### src/rtl/al_logic_clkswitch_ctrl_pkg.sv
// al_logic_clkswitch_ctrl_pkg: shared FSM state encoding and width helper for the clock-switch controller
package al_logic_clkswitch_ctrl_pkg;
  typedef enum logic [1:0] {
    ST_IDLE   = 2'd0,
    ST_CHECK  = 2'd1,
    ST_SETTLE = 2'd2
  } state_t;
  function automatic int clog2(input int v);
    int r;
    r = 0;
    while ((1 << r) < v) r++;
    return r;
  endfunction
endpackage

### src/rtl/al_logic_clkmon.sv
// al_logic_clkmon: heartbeat synchronizer, both-edge detector and per-window saturating edge counter
module al_logic_clkmon
  import al_logic_clkswitch_ctrl_pkg::*;
#(
  parameter int MIN_EDGES = 16
) (
  input  logic clk,
  input  logic rstn,
  input  logic hb,
  input  logic win_end,
  output logic good
);
  localparam int CW = clog2(MIN_EDGES + 1);
  logic [2:0]    sh;
  logic [CW-1:0] cnt;
  logic [CW:0]   total;
  logic          edg;
  assign edg   = sh[2] ^ sh[1];
  // an edge seen on the terminal cycle still belongs to the closing window
  assign total = {1'b0, cnt} + {{CW{1'b0}}, edg};
  always_ff @(posedge clk) begin
    if (!rstn) begin
      sh   <= '0;
      cnt  <= '0;
      good <= 1'b0;
    end else begin
      sh <= {sh[1:0], hb};
      if (win_end) begin
        good <= total >= (CW+1)'(MIN_EDGES);
        cnt  <= '0;
      end else if (edg && cnt != CW'(MIN_EDGES)) begin
        cnt <= cnt + 1'b1;
      end
    end
  end
endmodule

### src/rtl/al_logic_clkswitch_ctrl.sv
// al_logic_clkswitch_ctrl: qualifies two clocks and drives the clock-mux select with request handshake and auto failover
module al_logic_clkswitch_ctrl
  import al_logic_clkswitch_ctrl_pkg::*;
#(
  parameter int WINDOW    = 256,
  parameter int MIN_EDGES = 16,
  parameter int SETTLE    = 8,
  parameter bit PRESELECT = 1'b0
) (
  input  logic       clk,
  input  logic       rstn,
  input  logic       hb0,
  input  logic       hb1,
  input  logic       req_vld,
  input  logic       req_sel,
  output logic       req_rdy,
  input  logic       auto_en,
  output logic       s,
  output logic [1:0] good,
  output logic       busy,
  output logic       done,
  output logic       err,
  output logic       lost
);
  localparam int WW = clog2(WINDOW);
  localparam int SW = clog2(SETTLE) + 1;
  state_t        state, state_n;
  logic [WW-1:0] wcnt;
  logic [SW-1:0] scnt, scnt_n;
  logic [1:0]    good_d;
  logic          win_end, fo, s_n, sel_q, sel_n, done_n, err_n, lost_n;
  assign win_end = wcnt == WW'(WINDOW - 1);
  al_logic_clkmon #(.MIN_EDGES(MIN_EDGES)) u_mon0 (
    .clk(clk), .rstn(rstn), .hb(hb0), .win_end(win_end), .good(good[0])
  );
  al_logic_clkmon #(.MIN_EDGES(MIN_EDGES)) u_mon1 (
    .clk(clk), .rstn(rstn), .hb(hb1), .win_end(win_end), .good(good[1])
  );
  // failover outranks a same-cycle request, so it also gates req_rdy
  assign fo      = auto_en & ~good[s] & good[~s];
  assign req_rdy = (state == ST_IDLE) & ~fo;
  assign busy    = state != ST_IDLE;
  always_comb begin
    state_n = state;
    s_n     = s;
    sel_n   = sel_q;
    scnt_n  = scnt;
    done_n  = 1'b0;
    err_n   = 1'b0;
    lost_n  = good_d[s] & ~good[s];
    case (state)
      ST_IDLE: begin
        if (fo) begin
          s_n     = ~s;
          lost_n  = 1'b1;
          scnt_n  = SW'(SETTLE - 1);
          state_n = ST_SETTLE;
        end else if (req_vld) begin
          sel_n   = req_sel;
          state_n = ST_CHECK;
        end
      end
      ST_CHECK: begin
        if (sel_q == s || !good[sel_q]) begin
          done_n  = 1'b1;
          err_n   = sel_q != s;
          state_n = ST_IDLE;
        end else begin
          s_n     = sel_q;
          scnt_n  = SW'(SETTLE - 1);
          state_n = ST_SETTLE;
        end
      end
      ST_SETTLE: begin
        done_n  = scnt == '0;
        scnt_n  = scnt == '0 ? scnt : scnt - 1'b1;
        state_n = scnt == '0 ? ST_IDLE : ST_SETTLE;
      end
      default: state_n = ST_IDLE;
    endcase
  end
  always_ff @(posedge clk) begin
    if (!rstn) begin
      state  <= ST_IDLE;
      wcnt   <= '0;
      scnt   <= '0;
      s      <= PRESELECT;
      sel_q  <= 1'b0;
      good_d <= 2'b00;
      done   <= 1'b0;
      err    <= 1'b0;
      lost   <= 1'b0;
    end else begin
      state  <= state_n;
      wcnt   <= wcnt + 1'b1;
      scnt   <= scnt_n;
      s      <= s_n;
      sel_q  <= sel_n;
      good_d <= good;
      done   <= done_n;
      err    <= err_n;
      lost   <= lost_n;
    end
  end
endmodule

### config.mk
export PLATFORM = sky130hd
export DESIGN_NAME = al_logic_clkswitch_ctrl
export DESIGN_NICKNAME = d
export VERILOG_FILES = /design/src/rtl/al_logic_clkswitch_ctrl_pkg.sv /design/src/rtl/al_logic_clkmon.sv /design/src/rtl/al_logic_clkswitch_ctrl.sv
export SDC_FILE = /design/constraint.sdc
export NUM_CORES = 1
export LEC_CHECK = 0
export BUFFER_PORTS_ARGS = -buffer_cell sky130_fd_sc_hd__buf_4
export CELL_PAD_IN_SITES_DETAIL_PLACEMENT = 1
export CELL_PAD_IN_SITES_GLOBAL_PLACEMENT = 2
export CORE_ASPECT_RATIO = 0.7
export CORE_MARGIN = 3
export CORE_UTILIZATION = 40
export CTS_CLUSTER_DIAMETER = 40
export DETAILED_ROUTE_END_ITERATION = 16
export PLACE_DENSITY_LB_ADDON = 0.1
export SYNTH_ARGS = -nofsm -noshare
export SYNTH_HDL_FRONTEND = slang
export SYNTH_HIERARCHICAL = 1
export SYNTH_SLANG_ARGS = --single-unit
### constraint.sdc
create_clock -name clk -period 3.85 [get_ports clk]
set_input_delay 0.1925 -clock clk [delete_from_list [all_inputs] [get_ports clk]]
set_output_delay 0.1925 -clock clk [all_outputs]
set_load 0.02 [all_outputs]
==> flow_metrics.env, run 1 <==
export IMPL_grt_pass1_wl_um=7230
export IMPL_layoutNonFillerInstCount=276
export IMPL_r2r_start="u_mon0/cnt[0]$_SDFFE_PP0P_"
export IMPL_area_growth_syn_to_layout_pct=11.8
export IMPL_synth_compound_area_share_pct=16.1
export IMPL_yosys_warnings=6
export IMPL_seqPwrFrac_pct=55.1
export IMPL_ys_seq_area_share_pct=40.2
export IMPL_io_pins=15
export IMPL_period_share_pct=48.4
export IMPL_p_sw_share_pct=26.0
export IMPL_synthMuxAreaShare_pct=0.516
export IMPL_first_pass_iters=4
export IMPL_critPathLaunch="s$_SDFFE_PN0P_"
export IMPL_powerDensity_nw_per_um2=361
export IMPL_post_route_util_pct=48.2
export IMPL_synth_xor_area_share_pct=4.96
export IMPL_synthDistinctLibCells=45
export IMPL_overflow=0
export IMPL_ff2ff_setup_slack_ps=2150
export IMPL_relSlewSlack_pct=47.9
export IMPL_setup_violations=0
export IMPL_synthArstFlopShare_pct=0
export IMPL_finalSetupTns_ps=0
export IMPL_synth_edf_count=0
export IMPL_endpoint_kind="output pin"
export IMPL_antenna_left=0
export IMPL_hold_slack_ps=106
export IMPL_nFillCells=531
export IMPL_hpwl_um=3150
export IMPL_dieArea_um2=5740
export IMPL_period_needed_ps=1860
export IMPL_worstPathCellList="nand4bb_1, nand3_2, inv_1, buf_4"
export IMPL_grt_pass1_vias=1501
export IMPL_p_total_mw=0.784
export IMPL_antenna_found_initial=0
export IMPL_r2r_cells=5
export IMPL_leakagePower_nw=0.969
export IMPL_synth_ff_type="dfxtp_1"
export IMPL_status="completed"
export IMPL_hold_path_class="input pin to flip-flop"
export IMPL_layout_drive_gt1_share_pct=17.6
export IMPL_switching_power_mw=0.204
export IMPL_ctsHoldBuffers=0
export IMPL_die_x_um=89.3
export IMPL_synth_simple_area_share_pct=26.4
export IMPL_clk_pin_slew_ps=80
export IMPL_netlist_top_cells_area="dfxtp_1, ha_1, and2_1, a21oi_1, o21ai_0"
export IMPL_start_util_pct=43.1
export IMPL_synthCells=203
export IMPL_core_um2=4500
export IMPL_port_buffers=14
export IMPL_finalWirelength_um=4220
export IMPL_cts_sinks=39
export IMPL_diodes=0
export IMPL_drtIter0Drc=67
export IMPL_tightest_slew_ps=770
export IMPL_max_cap_viol_count=0
export IMPL_htreeDepth=2
export IMPL_internal_power_mw=0.580
export IMPL_synth_area_per_cell_um2=9.56
export IMPL_report_final_slew_viol_count=0
export IMPL_finClkSkew_ps=5.10
export IMPL_clock_path_buffers=2
export IMPL_ys_ff_latch=39
export IMPL_rsz0062_at_grt="no"
export IMPL_worst_ep_arrival_time_ps=1670
export IMPL_via_per_inst=5.43
export IMPL_synth_adder_area_share_pct=7.74
export IMPL_r2r_end="u_mon0/cnt[1]$_SDFFE_PP0P_"
export IMPL_timing_fmax_mhz=537
export IMPL_vias=1499
export IMPL_vdd_ir_drop_max_v=0.000156
export IMPL_die_h_um=64.3
export IMPL_gp_congestion=0.834
export IMPL_grt_util_all_layers_pct=16.1
export IMPL_clockRootBuffer="clkbuf_8"
export IMPL_synth_top_family_by_area="simple AND/OR/NAND/NOR gates"
export IMPL_clk_insertion_delay_late_ps=290
export IMPL_grt_start_max_net_pins=35
export IMPL_post_cts_resized=0
export IMPL_final_hold_viol_count=0
export IMPL_clkPwrFrac_pct=34.6
export IMPL_endpoint="req_rdy"
export IMPL_layout_nets=239
export IMPL_cp_slowest_stage_delay_ps=580
export IMPL_wl_per_cell_um=15.3
export IMPL_rows=20
export IMPL_netlist_area_um2=1940
export IMPL_postCtsSetupBuffers=0
export IMPL_critPathKind="flip-flop to output pin"
export IMPL_syn_nets=222
export IMPL_dp_cells=268
export IMPL_start_kind="flip-flop"
export IMPL_synth_top_area_share_pct=40.2
export IMPL_synth_top_cell_by_area="dfxtp_1"
export IMPL_crit_required_ps=3660
export IMPL_drc=0
export IMPL_cp_slowest_cell="dfxtp_1"
export IMPL_tritoncts="done"
export IMPL_cts_buffers=5
export IMPL_combPwrFrac_pct=10.3
export IMPL_crit_path_max_fanout=13
## worst min-delay path by stage
stage,from,endpoint,slack (ps),cells after the start
CTS,hb0,u_mon0/sh[0]$_SDFF_PN0_,100,2
global placement,hb0,u_mon0/sh[0]$_SDFF_PN0_,400,2
global route,hb0,u_mon0/sh[0]$_SDFF_PN0_,110,2
floorplan,req_vld,state[1]$_SDFFE_PN0P_,310,1
finish,hb0,u_mon0/sh[0]$_SDFF_PN0_,110,2
detailed placement,hb0,u_mon0/sh[0]$_SDFF_PN0_,410,2
## state kept, by name (all words and copies together) (netlist names), 2 cells and up
name / flops
state: 2
scnt: 4
good_d: 2
u_mon1/cnt: 5
wcnt: 8
u_mon0/sh: 3
u_mon0/cnt: 5
u_mon1/sh: 3
## per-layer routing
metal | global-route usage [%] | vias to the layer above | part of all wire [%]
li1 | - | 752 | -
met4 | 4.09 | 0 | 0.45
met3 | 3.99 | 2 | 2.9
met5 | 0 | - | 0
met2 | 25.2 | 14 | 45
met1 | 21.9 | 731 | 52
## cell type report
cell class	instances	area [um2]	share of cell area (%)
inverter	13	48.8	2.25
clock inverter	2	12.5	0.577
tap	55	68.8	3.17
multi-input combinational	147	1080	49.8
clock buffer	6	72.6	3.34
sequential	39	781	36.0
timing repair buffer	14	105	4.84
## worst max-delay path, delay by kind of cell (launching register included)
| family | cells | cell delay (ps) |
|---|---|---|
| simple gates | 2 | 530 |
| buf+inv | 2 | 260 |
| flops | 1 | 580 |
## cell usage in the layout (no fill, tap or decap), drive strengths merged, types with 2 or more instances in the layout
cell / n
o21ba: 2
a21oi: 13
and2: 15
nor2b: 3
a31o: 3
o211a: 2
and3: 6
nand2: 14
o21ai: 14
clkbuf: 6
xnor2: 5
inv: 13
nor3b: 3
ha: 12
nand3b: 2
nand3: 9
nor2: 3
o21a: 2
nand2b: 3
and4: 2
xor2: 6
or4: 2
dfxtp: 39
nor4bb: 2
buf: 14
o31ai: 2
nand4: 4
or3: 6
## through the flow
step / instance area, um2 / setup WS (ps)
2_1_floorplan: 1940 / 2450
3_3_place_gp: 2080 / 2310
3_5_place_dp: 2080 / 2220
4_1_cts: 2170 / 1990
5_1_grt: 2170 / 1880
6_report: 2170 / 1990
## Yosys cell counts (3+ instances only)
master	instances
nand4_1	4
nor2b_1	3
ha_1	12
and2_1	13
a21oi_1	13
dfxtp_1	39
inv_1	13
and3_1	6
nand3_1	8
a31o_1	3
nand2b_1	3
xnor2_1	5
nand2_1	13
or3_2	6
o21ai_1	3
nor2_1	3
o21ai_0	11
xor2_1	6
## power by group through the flow
| stage | combinational, mW | sequential, mW | clock [mW] |
|---|---|---|---|
| detailed placement | 0.0809 | 0.441 | 0 |
| finish | 0.0807 | 0.432 | 0.271 |
| CTS | 0.0814 | 0.432 | 0.281 |
| floorplan | 0.0590 | 0.437 | 0 |
| global route | 0.0901 | 0.434 | 0.297 |
| global placement | 0.0779 | 0.440 | 0 |
## cells by family (layout without fill, tap and decap cells)
logic type,Yosys count,in the layout
fa+ha+maj,12,12
compound gates,45,45
simple gates,78,78
flops,39,39
xor+xnor,11,11
buf+inv,17,35
mux,1,1
Note: power is estimated with default switching activity, not from simulation.
==> run 2, diff against run 1 <==
--- a/config.mk
+++ b/config.mk
@@ -10,7 +10,7 @@
 export CELL_PAD_IN_SITES_GLOBAL_PLACEMENT = 2
 export CORE_ASPECT_RATIO = 0.7
 export CORE_MARGIN = 3
-export CORE_UTILIZATION = 40
+export CORE_UTILIZATION = 34
 export CTS_CLUSTER_DIAMETER = 40
 export DETAILED_ROUTE_END_ITERATION = 16
 export PLACE_DENSITY_LB_ADDON = 0.1
==> constraint.sdc (replaced) <==
create_clock -name clk -period 1.7 [get_ports clk]
set_input_delay 0.085 -clock clk [delete_from_list [all_inputs] [get_ports clk]]
set_output_delay 0.085 -clock clk [all_outputs]
set_load 0.02 [all_outputs]
==> run 2 against run 1 <==
Against the previous run: non-clock buffer count up 8; wire length up 3.7%; register-to-register slack worse by 2100 ps; combinational power rose to 2.6 times the previous value; flip-flop and latch count unchanged; critical path depth up 2; highest routed layer unchanged.
==> flow_metrics.env, run 2 (same netlist as run 1, synthesis figures left out) <==
export IMPL_rsz0062_at_grt="yes"
export IMPL_seqPwrFrac_pct=50.3
export IMPL_tritoncts="done"
export IMPL_first_pass_iters=4
export IMPL_critPathLaunch="scnt[1]$_SDFFE_PN0P_"
export IMPL_period_needed_ps=1620
export IMPL_start_kind="flip-flop"
export IMPL_core_um2=5370
export IMPL_overflow=0
export IMPL_setup_violations=0
export IMPL_clockRootBuffer="clkbuf_8"
export IMPL_dp_cells=292
export IMPL_final_common_cell="dfxtp_1"
export IMPL_antenna_found_initial=0
export IMPL_worst_ep_arrival_time_ps=1800
export IMPL_finalWirelength_um=4370
export IMPL_finalSetupTns_ps=0
export IMPL_internal_power_mw=1.47
export IMPL_max_cap_viol_count=0
export IMPL_clk_insertion_delay_late_ps=290
export IMPL_drc=0
export IMPL_htreeDepth=2
export IMPL_die_h_um=69.2
export IMPL_vias=1498
export IMPL_layout_drive_gt1_share_pct=21.5
export IMPL_postCtsSetupBuffers=0
export IMPL_io_pins=15
export IMPL_hpwl_um=3180
export IMPL_clk_pin_slew_ps=80
export IMPL_finClkSkew_ps=9.61
export IMPL_crit_required_ps=1880
export IMPL_status="completed"
export IMPL_layout_common_cells="dfxtp_1, buf_4"
export IMPL_final_hold_viol_count=0
export IMPL_ff2ff_setup_slack_ps=80
export IMPL_port_buffers=14
export IMPL_layout_nets=247
export IMPL_die_x_um=96.3
export IMPL_grt_pass1_vias=1564
export IMPL_largest_reg_flops=8
export IMPL_r2r_start="scnt[1]$_SDFFE_PN0P_"
export IMPL_cts_buffers=5
export IMPL_post_place_ws_ps=108
export IMPL_diodes=0
export IMPL_clkPwrFrac_pct=39.1
export IMPL_endpoint="scnt[3]$_SDFFE_PN0P_"
export IMPL_via_per_inst=4.99
export IMPL_crit_path_max_fanout=4
export IMPL_timing_fmax_mhz=618
export IMPL_critPathKind="flip-flop to flip-flop"
export IMPL_placed_cell_area_um2=2160
export IMPL_antenna_left=0
export IMPL_layoutNonFillerInstCount=300
export IMPL_period_share_pct=95.2
export IMPL_rows=22
export IMPL_top_register="wcnt"
export IMPL_relSlewSlack_pct=56.1
export IMPL_stdcell_area_um2=2300
export IMPL_reg_top3="wcnt x8, u_mon0/cnt x5, u_mon1/cnt x5"
export IMPL_leakagePower_nw=1.02
export IMPL_grt_start_max_net_pins=35
export IMPL_hold_path_class="input pin to flip-flop"
export IMPL_report_final_slew_viol_count=0
export IMPL_p_sw_share_pct=24.2
export IMPL_start_util_pct=36.2
export IMPL_clock_path_buffers=2
export IMPL_grt_util_all_layers_pct=14.0
export IMPL_area_growth_syn_to_layout_pct=18.7
export IMPL_setup_ws_ps=82.1
export IMPL_grt_pass1_wl_um=7380
export IMPL_vdd_ir_drop_max_v=0.000391
export IMPL_combPwrFrac_pct=10.6
export IMPL_r2r_cells=6
export IMPL_gp_congestion=0.817
export IMPL_dieArea_um2=6660
export IMPL_cts_sinks=39
export IMPL_r2r_end="scnt[3]$_SDFFE_PN0P_"
export IMPL_tightest_slew_ps=654
export IMPL_drtIter0Drc=36
export IMPL_endpoint_kind="flip-flop"
export IMPL_wl_per_cell_um=14.6
export IMPL_powerDensity_nw_per_um2=841
export IMPL_switching_power_mw=0.468
-- run 2: cell type report --
cell class	count	area [um2]
sequential	39	781
inverter	13	48.8
clock inverter	2	37.5
timing repair buffer	22	168
clock buffer	5	68.8
multi-input combinational	147	1110
tap	72	90.1
fill	624	3060
-- run 2: worst min-delay path by stage --
| stage | from | endpoint | depth (start not counted) |
|---|---|---|---|
| 2_1_floorplan | req_vld | state[1]$_SDFFE_PN0P_ | 1 |
| 3_3_place_gp | hb1 | u_mon1/sh[0]$_SDFF_PN0_ | 2 |
| 3_5_place_dp | hb1 | u_mon1/sh[0]$_SDFF_PN0_ | 2 |
| 4_1_cts | hb0 | u_mon0/sh[0]$_SDFF_PN0_ | 2 |
| 5_1_grt | hb0 | u_mon0/sh[0]$_SDFF_PN0_ | 2 |
| 6_report | hb0 | u_mon0/sh[0]$_SDFF_PN0_ | 2 |
-- run 2: power groups by stage --
stage | Combinational, mW | Clock (mW) | Sequential, mW
after CTS | 0.200 | 0.783 | 0.973
final | 0.206 | 0.758 | 0.974
after detailed placement | 0.197 | 0 | 0.995
after floorplan | 0.134 | 0 | 0.989
after global placement | 0.187 | 0 | 0.991
after global routing | 0.230 | 0.828 | 0.980
-- run 2: metrics by stage --
step                      hold slack (ps)  total power [mW]  utilization [%]
after floorplan                       202              1.12                -
after global placement                298              1.18             40.2
after detailed placement              299              1.19             40.2
after CTS                            1.11              1.96             42.4
after global routing                 10.6              2.04             42.9
final                                4.03              1.94             42.9
-- run 2: what timing repair did --
| item | 4_1_cts | 5_1_grt |
|---|---|---|
| endpoints found under the setup margin | 0 | 6 |
| endpoints found under the hold margin | 1 | 0 |
| gates resized for setup | 0 | 5 |
| hold buffers | 1 | 0 |
-- run 2: metal layers --
metal	part of all wire [%]	vias to the layer above	global-route usage [%]
met5	0	-	0
met4	1.4	0	4.51
met3	3.6	6	3.90
met2	45	18	21.0
met1	50	707	19.3
li1	-	767	-
-- run 2: worst max-delay path, cell delays in order, from the launching register on --
cell and delay (ps):
dfxtp_1 350, inv_1 100, ha_1 180, nor3b_4 220
and2b_1 260, a41o_2 280, o211a_1 120
==> run 3, diff against run 2 <==
--- a/config.mk
+++ b/config.mk
@@ -13,7 +13,7 @@
 export CORE_UTILIZATION = 34
 export CTS_CLUSTER_DIAMETER = 40
 export DETAILED_ROUTE_END_ITERATION = 16
-export PLACE_DENSITY_LB_ADDON = 0.1
+export PLACE_DENSITY = 0.76
 export SYNTH_ARGS = -nofsm -noshare
 export SYNTH_HDL_FRONTEND = slang
 export SYNTH_HIERARCHICAL = 1
==> run 3 against run 2 <==
Against the previous run: critical path depth is the same; first-iteration DRC count grew 28%; wire length shrank 1.9%; sequential power is essentially flat; utilization shrank 0.23 points; register-to-register slack gained 20 ps; total power shrank 4.2%; cell area shrank 0.54%; hold slack gained 39 ps; sequential share of layout area grew 0.19 points; clock power shrank 9.6%; clock skew shrank 0.69 ps; largest cell class unchanged.
==> flow_metrics.env, run 3 (same netlist as run 1, synthesis figures left out) <==
export IMPL_status="completed"
export IMPL_period_share_pct=94.0
export IMPL_layout_common_cells="dfxtp_1, buf_4"
export IMPL_dieArea_um2=6660
export IMPL_gp_congestion=0.801
export IMPL_vias=1507
export IMPL_grt_util_all_layers_pct=13.9
export IMPL_report_final_slew_viol_count=0
export IMPL_max_cap_viol_count=0
export IMPL_clockRootBuffer="clkbuf_8"
export IMPL_nFillCells=622
export IMPL_critPathKind="flip-flop to flip-flop"
export IMPL_clk_pin_slew_ps=70
export IMPL_grt_pass1_wl_um=7360
export IMPL_via_per_inst=5.01
export IMPL_crit_required_ps=1920
export IMPL_rows=22
export IMPL_grt_start_max_net_pins=35
export IMPL_final_common_cell="dfxtp_1"
export IMPL_antenna_left=0
export IMPL_die_h_um=69.2
export IMPL_cp_slowest_stage_delay_ps=420
export IMPL_layout_drive_gt1_share_pct=20.5
export IMPL_crit_path_max_fanout=6
export IMPL_ff2ff_setup_slack_ps=100
export IMPL_htreeDepth=2
export IMPL_io_pins=15
export IMPL_endpoint_kind="flip-flop"
export IMPL_die_x_um=96.3
export IMPL_relSlewSlack_pct=54.7
export IMPL_worst_ep_arrival_time_ps=1820
export IMPL_worstPathCellList="inv_1, ha_1, nor4bb_1, buf_4, or3_2, a21oi_1"
export IMPL_diodes=0
export IMPL_vdd_ir_drop_max_v=0.000334
export IMPL_r2r_end="u_mon0/cnt[0]$_SDFFE_PP0P_"
export IMPL_tightest_slew_ps=675
export IMPL_largest_reg_flops=8
export IMPL_leakagePower_nw=1.02
export IMPL_tritoncts="done"
export IMPL_core_um2=5370
export IMPL_hpwl_um=3180
export IMPL_grt_pass1_vias=1547
export IMPL_holdPathStages=2
export IMPL_period_needed_ps=1600
export IMPL_cts_sinks=39
export IMPL_r2r_cells=6
export IMPL_layout_nets=247
export IMPL_cp_slowest_cell="dfxtp_1"
export IMPL_r2r_start="u_mon0/cnt[0]$_SDFFE_PP0P_"
export IMPL_hold_start="req_vld"
export IMPL_drc=0
export IMPL_timing_fmax_mhz=626
export IMPL_wl_per_cell_um=14.3
export IMPL_cts_buffers=5
export IMPL_drtIter0Drc=46
export IMPL_clk_insertion_delay_late_ps=290
export IMPL_post_route_util_pct=42.7
export IMPL_final_hold_viol_count=0
export IMPL_area_growth_syn_to_layout_pct=18.1
export IMPL_hold_path_class="input pin to flip-flop"
export IMPL_hold_path_end="state[1]$_SDFFE_PN0P_"
export IMPL_powerDensity_nw_per_um2=810
export IMPL_port_buffers=14
export IMPL_antenna_found_initial=0
export IMPL_top_register="wcnt"
export IMPL_post_place_ws_ps=43.6
export IMPL_reg_top3="wcnt x8, u_mon0/cnt x5, u_mon1/cnt x5"
export IMPL_clock_path_buffers=2
export IMPL_hold_slack_ps=43.1
export IMPL_start_kind="flip-flop"
export IMPL_setup_violations=0
export IMPL_start_util_pct=36.2
export IMPL_finalWirelength_um=4290
export IMPL_setup_ws_ps=102
export IMPL_first_pass_iters=4
export IMPL_overflow=0
export IMPL_finClkSkew_ps=8.92
[run 3: cell count changes in the layout (fill, tap and decap cells not counted), sizes merged]
cell / delta
dlygate4sd3: +1
buf: -1
bufinv: -1
clkinvlp: -1
clkbuf: +3
[run 3: area by class of cell]
| cell class | instances | area [um2] | share of cell area (%) |
|---|---|---|---|
| multi-input combinational | 147 | 1100 | 48.1 |
| clock buffer | 8 | 100 | 4.37 |
| sequential | 39 | 781 | 34.1 |
| inverter | 13 | 48.8 | 2.13 |
| tap | 72 | 90.1 | 3.93 |
| timing repair buffer | 22 | 170 | 7.43 |
[run 3: repair_timing]
item,CTS,global route
hold endpoints to repair,2,0
resized for setup,1,2
setup buffers,0,0
pin swaps,0,0
endpoints found under the setup margin,1,2
hold buffers,2,0
[run 3: stage by stage]
step	setup TNS, ps	cells	power (mW)	area, um2
6_report	0	301	1.86	2290
3_3_place_gp	0	291	1.17	2150
2_1_floorplan	0	203	1.12	1940
3_5_place_dp	0	291	1.19	2150
4_1_cts	0	301	1.88	2280
5_1_grt	-7.71	301	1.95	2290
[run 3: power by group]
group / leakage (nW) / internal (mW) / switching, mW
clock: 0.0515 / 0.370 / 0.314
sequential: 0.317 / 0.942 / 0.0317
combinational: 0.653 / 0.0939 / 0.103
[run 3: worst max path at each step]
stage,slack [ps],endpoint,start
floorplan,300,state[1]$_SDFFE_PN0P_,s$_SDFFE_PN0P_
global placement,120,state[1]$_SDFFE_PN0P_,scnt[0]$_SDFFE_PN0P_
detailed placement,40,u_mon1/cnt[1]$_SDFFE_PP0P_,u_mon1/cnt[0]$_SDFFE_PP0P_
CTS,40,req_rdy,u_mon1/good$_SDFFE_PN0P_
global route,-8,req_rdy,u_mon1/good$_SDFFE_PN0P_
finish,100,u_mon0/cnt[0]$_SDFFE_PP0P_,u_mon0/cnt[0]$_SDFFE_PP0P_
[run 3: critical path, delay by kind of cell (launching register included)]
family	cells	cell delay (ps)
compound gates	1	150
fa+ha+maj	1	190
flops	1	420
buf+inv	2	220
simple gates	2	540
[run 3: routing by layer]
| metal | track usage [%] | part of all wire, % |
|---|---|---|
| met5 | 0 | 0 |
| met1 | 18.0 | 48 |
| met4 | 4.35 | 1.1 |
| met2 | 22.3 | 47 |
| met3 | 3.90 | 4.0 |
